**config.mk**
```make
export PLATFORM = sky130hd
export DESIGN_NAME = pipe_hazard_ctrl
export DESIGN_NICKNAME = d
export VERILOG_FILES = /design/src/rtl/pipe_hazard_ctrl.sv
export SDC_FILE = /design/constraint.sdc
export NUM_CORES = 1
export LEC_CHECK = 0
export ABC_AREA = 1
export BUFFER_PORTS_ARGS = -buffer_cell sky130_fd_sc_hd__buf_2
export CORE_ASPECT_RATIO = 0.6
export CORE_MARGIN = 3
export CORE_UTILIZATION = 30
export DETAILED_ROUTE_END_ITERATION = 7
export SYNTH_ARGS = -nofsm -noshare
export SYNTH_HDL_FRONTEND = slang
export SYNTH_SLANG_ARGS = --single-unit
```
**constraint.sdc**
```tcl
create_clock -name clk -period 2.2 [get_ports clk]
set_clock_uncertainty 0.15 [all_clocks]
set_input_delay 0.33 -clock clk [delete_from_list [all_inputs] [get_ports clk]]
set_output_delay 0.33 -clock clk [all_outputs]
set_load 0.1 [all_outputs]
```
**src/rtl/pipe_hazard_ctrl.sv**
```systemverilog
// pipe_hazard_ctrl: central stall/flush sequencer for the 5-stage pipeline.
// Latency: enables/flushes are combinational on state and hazard inputs; state updates each clk edge.
// Backpressure: dmem_busy freezes every stage; imem_busy, load-use and HLT hold the PC; a taken branch flushes.
// Ports: hazard inputs from ID, ID/EX and EX/MEM, plus memory busy flags;
//        capture enables (pc_we..memwb_we), synchronous flush requests (ifid/idex/exmem),
//        halted status and a saturating stall_cnt for performance debug.
module pipe_hazard_ctrl #(
  parameter int CNT_W     = 16,
  parameter int DRAIN_CYC = 3
) (
  input  logic             clk,
  input  logic             rst,
  input  logic [3:0]       id_rs,
  input  logic [3:0]       id_rt,
  input  logic             id_uses_rt,
  input  logic             id_halt,
  input  logic [3:0]       idex_rd,
  input  logic             idex_memread,
  input  logic             mem_br_taken,
  input  logic             imem_busy,
  input  logic             dmem_busy,
  output logic             pc_we,
  output logic             ifid_we,
  output logic             idex_we,
  output logic             exmem_we,
  output logic             memwb_we,
  output logic             ifid_flush,
  output logic             idex_flush,
  output logic             exmem_flush,
  output logic             halted,
  output logic [CNT_W-1:0] stall_cnt
);

  localparam int DW = (DRAIN_CYC < 1) ? 1 : $clog2(DRAIN_CYC + 1);

  typedef enum logic [1:0] {
    INIT    = 2'd0,
    RUN     = 2'd1,
    HALTING = 2'd2,
    HALTED  = 2'd3
  } state_t;

  state_t        state, state_nxt;
  logic [DW-1:0] drain, drain_nxt;
  logic          load_use;

  // r0 is hardwired zero, so a load targeting it never creates a dependency.
  assign load_use = idex_memread && (idex_rd != 4'd0) &&
                    ((idex_rd == id_rs) || (id_uses_rt && (idex_rd == id_rt)));

  always_ff @(posedge clk or posedge rst) begin
    if (rst) begin
      state <= INIT;
      drain <= '0;
    end else begin
      state <= state_nxt;
      drain <= drain_nxt;
    end
  end

  always_comb begin
    state_nxt   = state;
    drain_nxt   = drain;
    pc_we       = 1'b0;
    ifid_we     = 1'b0;
    idex_we     = 1'b0;
    exmem_we    = 1'b0;
    memwb_we    = 1'b0;
    ifid_flush  = 1'b0;
    idex_flush  = 1'b0;
    exmem_flush = 1'b0;
    halted      = 1'b0;

    case (state)
      INIT: begin
        // Also the values seen while rst is held, since rst forces INIT.
        ifid_flush  = 1'b1;
        idex_flush  = 1'b1;
        exmem_flush = 1'b1;
        state_nxt   = RUN;
      end

      RUN: begin
        if (dmem_busy) begin
          // Full freeze: EX/MEM holds, so a pending branch is seen again later.
        end else if (mem_br_taken) begin
          {pc_we, ifid_we, idex_we, exmem_we, memwb_we} = 5'b11111;
          {ifid_flush, idex_flush, exmem_flush}         = 3'b111;
        end else if (load_use) begin
          // One bubble: hold PC and IF/ID, inject a NOP into ID/EX.
          {pc_we, ifid_we, idex_we, exmem_we, memwb_we} = 5'b00111;
          idex_flush = 1'b1;
        end else if (imem_busy) begin
          {pc_we, ifid_we, idex_we, exmem_we, memwb_we} = 5'b01111;
          ifid_flush = 1'b1;
        end else if (id_halt) begin
          {pc_we, ifid_we, idex_we, exmem_we, memwb_we} = 5'b01111;
          ifid_flush = 1'b1;
          state_nxt  = HALTING;
          drain_nxt  = DW'(DRAIN_CYC);
        end else begin
          {pc_we, ifid_we, idex_we, exmem_we, memwb_we} = 5'b11111;
        end
      end

      HALTING: begin
        if (dmem_busy) begin
          // Frozen pipeline: drain counter holds.
        end else if (mem_br_taken) begin
          // HLT was fetched down a mispredicted path: squash and resume.
          {pc_we, ifid_we, idex_we, exmem_we, memwb_we} = 5'b11111;
          {ifid_flush, idex_flush, exmem_flush}         = 3'b111;
          state_nxt = RUN;
        end else begin
          {pc_we, ifid_we, idex_we, exmem_we, memwb_we} = 5'b01111;
          ifid_flush = 1'b1;
          drain_nxt  = drain - DW'(1);
          if (drain <= DW'(1)) begin
            state_nxt = HALTED;
          end
        end
      end

      HALTED: begin
        halted = 1'b1;
      end

      default: begin
        state_nxt = INIT;
      end
    endcase
  end

  always_ff @(posedge clk or posedge rst) begin
    if (rst) begin
      stall_cnt <= '0;
    end else if (((state == RUN) || (state == HALTING)) && !pc_we && (stall_cnt != '1)) begin
      stall_cnt <= stall_cnt + CNT_W'(1);
    end
  end

endmodule
```
[Word level (Yosys, flattened, before mapping)]
Cells that the tools add are included.
Storage, ports and cells
  register bits after elaboration: 20
  output and inout port bits: 25
Operators by class
  equal/unequal tests: 14
  reduce and logical (&&, ||, !) cells: 15
  order comparisons: 1
  multiplexer cells: 43
  $add $sub $neg: 2
Operators by type and width (number)
  $mux 2: 15
  $mux 1: 21
  $add 16x1->16 const B: 1
  $ne 16x16->1 const B: 1
  $reduce_and 8->1: 2
  $ne 2x2->1 const B: 7
  $eq 4x4->1: 2
  $pmux 1 s2: 3
  $pmux 1 s3: 2
  $pmux 2 s3: 1
  $logic_and 1x1->1: 5
  $eq 2x2->1 const B: 2
  $pmux 2 s2: 1
  $reduce_bool 4->1: 1
  $ne 3x3->1 const B: 1
  $reduce_bool 3->1: 1
  $eq 2x1->1 const B: 1
  $le 2x1->1 const B: 1
  $logic_not 2->1: 1
  $logic_or 1x1->1: 2
  $reduce_bool 2->1: 1
  $reduce_or 2->1: 1
  $sub 2x1->2 const B: 1
  $logic_not 1->1: 1

[Longest topological paths before layout]
Gate-level depths: netlist of run 1.
  depth in word-level cells: 11
  gate-level depth with buffers: 13
  gate-level depth less buffers: 12

[Worst setup path before layout of run 1]
No wires, ideal clock.
  path type: flip-flop to output port
  from: register state[0]
  to: output port exmem_flush
  arrival: 3938 ps
  stages on the path, launching flop included: 7
  setup slack: -2218 ps
  required time: 1720 ps
  cell sequence: dfrtp_1 > inv_1 > ha_1 > inv_1 > nor2_1 > nand2_1 > a21oi_1
On the way
  longest elaborated chain between the ends: 3
RTL lines
  start, declared: line 43  | state_t state, state_nxt;
  start signal, assigned: line 56  | state <= state_nxt;
  $eq 2x1->1 or $eq 2x2->1 (tied branches): line 74  | case (state)
  $reduce_or 2->1 (no line)
  $pmux 1 s2 *: line 74
  end, declared: line 29  | output logic exmem_flush,
Mark *: on every way between the ends. The rest lies on a longest branch, timed or not.

[Worst setup path after layout of run 1]
  from: register state[1]
  to: output port ifid_flush
On the way
  longest elaborated chain between the ends: 2
RTL lines
  $eq 2x2->1, or another cell as far along: line 74
  $pmux 1 s3 *: line 74
  end, declared: line 27  | output logic ifid_flush,
Marks and branches as above.

==> metrics.md, run 1 <==
| Metric | Value |
|---|---|
| Outcome | `finished clean` |
| Max Clock Freq | `470 MHz` |
| Share of layout cells above drive strength 1 | `34.2%` |
| Max Slew Vio Count | `0` |
| Post-Synthesis Cell Area | `1580 sq um` |
| Initial DRT Pass Iterations | `5` |
| Unique masters post-synth | `29` |
| Boundary Pins | `45` |
| Synthesized flop and latch total | `20` |
| Clk pin slew, worst setup/hold paths | `0.07 ns` |
| Rows | `19` |
| # fillers | `486` |
| WHS | `0.356 ns` |
| Maximum clock insertion buffer count | `2` |
| Routed WL | `3790 um` |
| Largest net degree at the start of global routing | `21` |
| Slew HR | `67.2%` |
| Ant. Diodes | `0` |
| Vias in the first global route | `1,366` |
| Critical Path, Cell by Cell | `inv_4 > ha_2 > inv_2 > nor2_4 > o211ai_1 > a31oi_4 > buf_12` |
| Pleak | `1.13 nW` |
| DRT antenna net count | `0` |
| PwrDens | `1410 nW/um^2` |
| CP Buf/Inv Count | `3` |
| Delay of the slowest critical-path stage | `0.43 ns` |
| Register area | `514 sq um` |
| Via count | `1,540` |
| Clk_lat worst skew | `0.25 ns` |
| RSZ-0062 raised after global routing | `true` |
| Synth Flop Type | `dfrtp_1` |
| Residual DRC | `0` |
| Startpoint type of the worst setup path | `flop` |
| Avg WL per Cell | `10.9 um` |
| Final Wtd Congestion | `0.832` |
| Dpl hpwl | `3130 um` |
| Top delay family on crit path | `flip-flops` |
| Top-area cell type share of the netlist area | `31.7%` |
| Setup violators final | `0` |
| Fin. Hold Viols | `0` |
| FFs w/ async S/R, synth | `100%` |
| First-pass GRT wire length | `6430 um` |
| Post-synth EDFFs | `0` |
| Max Cap Viol | `0` |
| Remaining Overflow, GRT | `0` |
| Antenna violations before repair | `0` |
| Area Growth Syn to Fin | `40.6%` |
| Mapped Cells | `228` |
| Area occupied by multi-input gates | `1040 sq um` |
| TritonCTS Buffers | `3` |
| Peak supply drop | `0.684 mV` |
| Slowest library cell on the worst path | `dfrtp_2` |
| Die width | `99.7 um` |
| CTS tree | `built` |
| Syn Area/Cell | `6.93 sq um` |
| Critical Path End Type | `output pin` |
| Warnings from Yosys | `0` |
| Final nets | `313` |
| Total global-route track usage | `12.4%` |
| Crit Path Max Fanout | `4` |
| H-tree levels | `1` |
| CP Class | `reg2out` |
| Synth area leader | `dfrtp_1` |
| Core Region | `4830 sq um` |
| Clk root buf | `clkbuf_8` |
| Final Util | `46.0%` |
| Buffers added on ports | `44` |
| Worst-Margin Slew | `0.495 ns` |
| Vias per cell | `4.44` |
| Minimum clock period | `2.13 ns` |
| Total clock sinks | `20` |
| Syn Nets | `256` |
| Dominant cells by area after synthesis | `dfrtp_1, nand2_1, ha_1, inv_1, xnor2_1` |
| Die Span Y | `62.2 um` |
| Hold crit path type | `reg2reg` |
| Full die area | `6200 sq um` |
| DR iter-0 viols | `72` |
| Initial Utilization | `32.7%` |
| WP data required | `1.72 ns` |
| Fin crit share | `96.8%` |
| Top cells by count, synth | `nand2_1, inv_1, dfrtp_1, nor2_1, nand3_1` |
| Seq/Total Area, Yosys | `31.7%` |
| Count leader, synth | `nand2_1` |
| Worst Path Arrival | `1.65 ns` |
-- cells by family (layout without fill, tap and decap cells) --
group / count (synthesis) / count (layout) / synth area share, %
compound gates: 13 / 13 / 4.68
xor+xnor: 15 / 15 / 8.32
fa+ha+maj: 8 / 8 / 6.34
buf+inv: 32 / 88 / 8.64
flops: 20 / 20 / 31.7
simple gates: 140 / 140 / 40.3
-- worst paths after layout --
check                          from  slack [ns]  cells past startpoint            to
max in group asynchronous       rst        1.18                      4      state[1]
max                        state[1]        0.07                      7    ifid_flush
max reg2reg                state[1]        0.36                      8  stall_cnt[7]
min                        drain[1]        0.36                      2      drain[1]
min in group asynchronous       rst        0.48                      4      drain[0]
min reg2reg                drain[1]        0.36                      2      drain[1]
-- repair_timing --
action | in CTS | in global routing
pin swaps | 4 | 5
hold buffers | 1 | 0
endpoints found under the hold margin | 20 | 0
setup buffers | 1 | 4
endpoints found under the setup margin | 5 | 5
gates resized for setup | 4 | 4
-- layout by cell type, fill, tap and decap left out, types with 2 or more instances in the layout --
cell / instances
a21oi_4: 2
a31oi_4: 2
buf_12: 8
buf_2: 36
buf_4: 11
clkbuf_8: 3
dfrtp_1: 9
dfrtp_2: 11
ha_1: 5
ha_2: 2
inv_1: 22
inv_2: 4
inv_4: 2
nand2_1: 92
nand2_2: 2
nand3_1: 10
nand3_4: 3
nand4_1: 3
nor2_1: 16
nor2_4: 3
nor3_1: 3
o21ai_0: 5
xnor2_1: 9
xor2_1: 6
-- cell type report --
class                      count  share of cell area (%)
sequential                    20                    23.2
tap                           63                    3.55
inverter                      28                    4.96
timing repair buffer          56                    19.5
multi-input combinational    176                    46.8
clock buffer                   4                    2.03
-- through the flow --
step	power (W)	setup slack (ns)	area (sq um)	setup TNS, ns	cells
2_1_floorplan	0.00224	-0.397	1670	-0.949	228
3_3_place_gp	0.00281	0.179	2100	0	337
3_5_place_dp	0.00283	0.169	2100	0	337
4_1_cts	0.00311	0.0103	2180	0	343
5_1_grt	0.00332	-0.00249	2220	-0.00249	347
6_report	0.00312	0.0713	2220	0	347
-- worst min-delay path, stage by stage, from the launching register on --
cell	delay [ns]
dfrtp_1	0.35
nand2_1	0.05
o21ai_0	0.07
-- power by group --
part / total, W / switching, W / internal [W]
Clock: 0.000242 / 0.000113 / 0.000129
Sequential: 0.000552 / 0.0000929 / 0.000459
Combinational: 0.00233 / 0.00158 / 0.000749
-- metal layers --
layer	routed length (um)	vias up	share of wire (%)	track usage, %
met5	0	-	0	0
met4	16	0	0.42	1.02
met3	165	2	4.4	3.24
met2	1470	28	39	16.7
met1	2150	685	57	20.1
li1	-	825	-	-
-- state kept, by name (all words and copies together), names as in the netlist --
name and count:
stall_cnt 16, state 2, drain 2
No activity file was read; power rests on OpenSTA's default activity.
==> run 2: changes to the inputs <==
--- a/config.mk
+++ b/config.mk
@@ -11,6 +11,7 @@
 export CORE_MARGIN = 3
 export CORE_UTILIZATION = 30
 export DETAILED_ROUTE_END_ITERATION = 7
+export MAX_ROUTING_LAYER = met4
 export SYNTH_ARGS = -nofsm -noshare
 export SYNTH_HDL_FRONTEND = slang
 export SYNTH_SLANG_ARGS = --single-unit
==> metrics.md, run 2 (synthesized netlist as in run 1, its figures left out) <==
| Metric | Value |
|---|---|
| Clk root buf | `clkbuf_8` |
| DRT antenna net count | `0 (unchanged)` |
| Pleak | `1.13 nW (unchanged)` |
| Fin. Hold Viols | `0 (unchanged)` |
| Vias in the first global route | `1,364 (-0.15%)` |
| Slowest library cell on the worst path | `dfrtp_2` |
| CP Buf/Inv Count | `3 (unchanged)` |
| Commonest non-fill, non-tap cell in the layout | `nand2_1` |
| Max Cap Viol | `0 (unchanged)` |
| Antenna violations before repair | `0 (unchanged)` |
| PwrDens | `1410 nW/um^2 (about the same)` |
| Fin crit share | `96.8% (about the same)` |
| Slew HR | `67.2% (unchanged)` |
| Startpoint type of the worst setup path | `flop` |
| CTS tree | `built` |
| Most frequent cells in the layout | `nand2_1, buf_2, inv_1` |
| Largest Register | `stall_cnt` |
| TritonCTS Buffers | `3 (unchanged)` |
| Total clock sinks | `20 (unchanged)` |
| Buffers added on ports | `44 (unchanged)` |
| Finished Layout Cells | `347 (unchanged)` |
| WP data required | `1.72 ns (about the same)` |
| Routed WL | `3800 um (+0.21%)` |
| Critical Path End Type | `output pin` |
| Max Slew Vio Count | `0 (unchanged)` |
| Delay of the slowest critical-path stage | `0.43 ns (about the same)` |
| Die width | `99.7 um (unchanged)` |
| Final nets | `313 (unchanged)` |
| First-pass GRT wire length | `6440 um (+0.22%)` |
| Dpl ws | `0.169 ns (unchanged)` |
| Hold crit path type | `reg2reg` |
| CP Class | `reg2out` |
| Setup violators final | `0 (unchanged)` |
| Crit Path Max Fanout | `4 (unchanged)` |
| Remaining Overflow, GRT | `0 (unchanged)` |
| Dpl hpwl | `3130 um (unchanged)` |
| Residual DRC | `0 (unchanged)` |
| Worst-Margin Slew | `0.495 ns (unchanged)` |
| DR iter-0 viols | `68 (-5.6%)` |
| Top Registers | `stall_cnt: 16 flops, drain: 2 flops, state: 2 flops` |
| Clk_lat worst skew | `0.25 ns (about the same)` |
| RSZ-0062 raised after global routing | `true` |
| Vias per cell | `4.44 (about the same)` |
| Critical Path, Cell by Cell | `inv_4 > ha_2 > inv_2 > nor2_4 > o211ai_1 > a31oi_4 > buf_12` |
| Worst Path Arrival | `1.65 ns (about the same)` |
| Initial Utilization | `32.7% (unchanged)` |
| Final Util | `46.0% (unchanged)` |
| Final Wtd Congestion | `0.844 (+1.5%)` |
| Placed Cells | `337 (unchanged)` |
| H-tree levels | `1 (unchanged)` |
| Setup WS post-layout | `0.0712 ns (-0.0000998 ns)` |
| Initial DRT Pass Iterations | `5 (unchanged)` |
| Die Span Y | `62.2 um (unchanged)` |
| Max reg flops | `16 (unchanged)` |
| Ant. Diodes | `0 (unchanged)` |
| Clk pin slew, worst setup/hold paths | `0.07 ns (about the same)` |
| Minimum clock period | `2.13 ns (+0.0000998 ns)` |
| Peak supply drop | `0.684 mV (about the same)` |
| Total global-route track usage | `12.8% (+0.35 points)` |
| # fillers | `486 (unchanged)` |
| Area Growth Syn to Fin | `40.6% (unchanged)` |
| Share of layout cells above drive strength 1 | `34.2% (unchanged)` |
| Full die area | `6200 sq um (unchanged)` |
| Top delay family on crit path | `flip-flops` |
| Outcome | `finished clean` |
| Avg WL per Cell | `11.0 um (+0.21%)` |
| Maximum clock insertion buffer count | `2 (unchanged)` |
| Core Region | `4830 sq um (unchanged)` |
| Boundary Pins | `45 (unchanged)` |
| Rows | `19 (unchanged)` |
| Max Clock Freq | `470 MHz (about the same)` |
| Largest net degree at the start of global routing | `21 (unchanged)` |
| Via count | `1,541 (+0.065%)` |
[run 2: cell counts in the layout (fill, tap and decap cells not counted)]
No cell type changed its count.
[run 2: worst paths after layout]
check	slack, ns	endpoint	cells after the start	from
min	0.36	drain[1]	2	drain[1]
max	0.07	ifid_flush	7	state[1]
max reg2reg	0.36	stall_cnt[7]	8	state[1]
min reg2reg	0.36	drain[1]	2	drain[1]
max in group asynchronous	1.18	state[1]	4	rst
min in group asynchronous	0.49	drain[0]	4	rst
[run 2: cell type report]
cell class                      count  area (sq um)  area share (%)
Clock buffer                        4          45.0            2.03
Inverter                           28           110            4.96
Multi-Input combinational cell    176          1040            46.8
Sequential cell                    20           514            23.2
Tap cell                           63          78.8            3.55
Timing Repair Buffer               56           433            19.5
[run 2: where the power goes]
group / switching [W] / internal [W]
logic: 0.00158 / 0.000748
clock network: 0.000113 / 0.000129
registers: 0.0000929 / 0.000459
[run 2: worst min-delay path, cell delays in order (launching register included)]
cell and delay (ns):
dfrtp_1 0.35, nand2_1 0.05, o21ai_0 0.07
[run 2: per-stage QoR]
step / total power [W] / hold WS, ns / area, sq um / TNS (ns)
2_1_floorplan: 0.00224 / 0.143 / 1670 / -0.949
3_3_place_gp: 0.00281 / 0.221 / 2100 / 0
3_5_place_dp: 0.00283 / 0.223 / 2100 / 0
4_1_cts: 0.00311 / 0.368 / 2180 / 0
5_1_grt: 0.00332 / 0.387 / 2220 / -0.00249
6_report: 0.00312 / 0.355 / 2220 / 0
[run 2: per-layer routing]
| metal | vias up | part of all wire [%] | global-route usage, % |
|---|---|---|---|
| li1 | 825 | - | - |
| met1 | 686 | 57 | 20.3 |
| met2 | 28 | 39 | 16.7 |
| met3 | 2 | 4.0 | 3.02 |
| met4 | 0 | 0.42 | 1.02 |
| met5 | - | 0 | - |
[run 2: timing repair]
action / in CTS / in global routing
pin swaps: 4 / 5
gates cloned: 0 / 0
endpoints found under the hold margin: 20 / 0
setup buffers: 1 / 4
hold buffers: 1 / 0
gates resized for setup: 4 / 4
setup endpoints to repair: 5 / 5
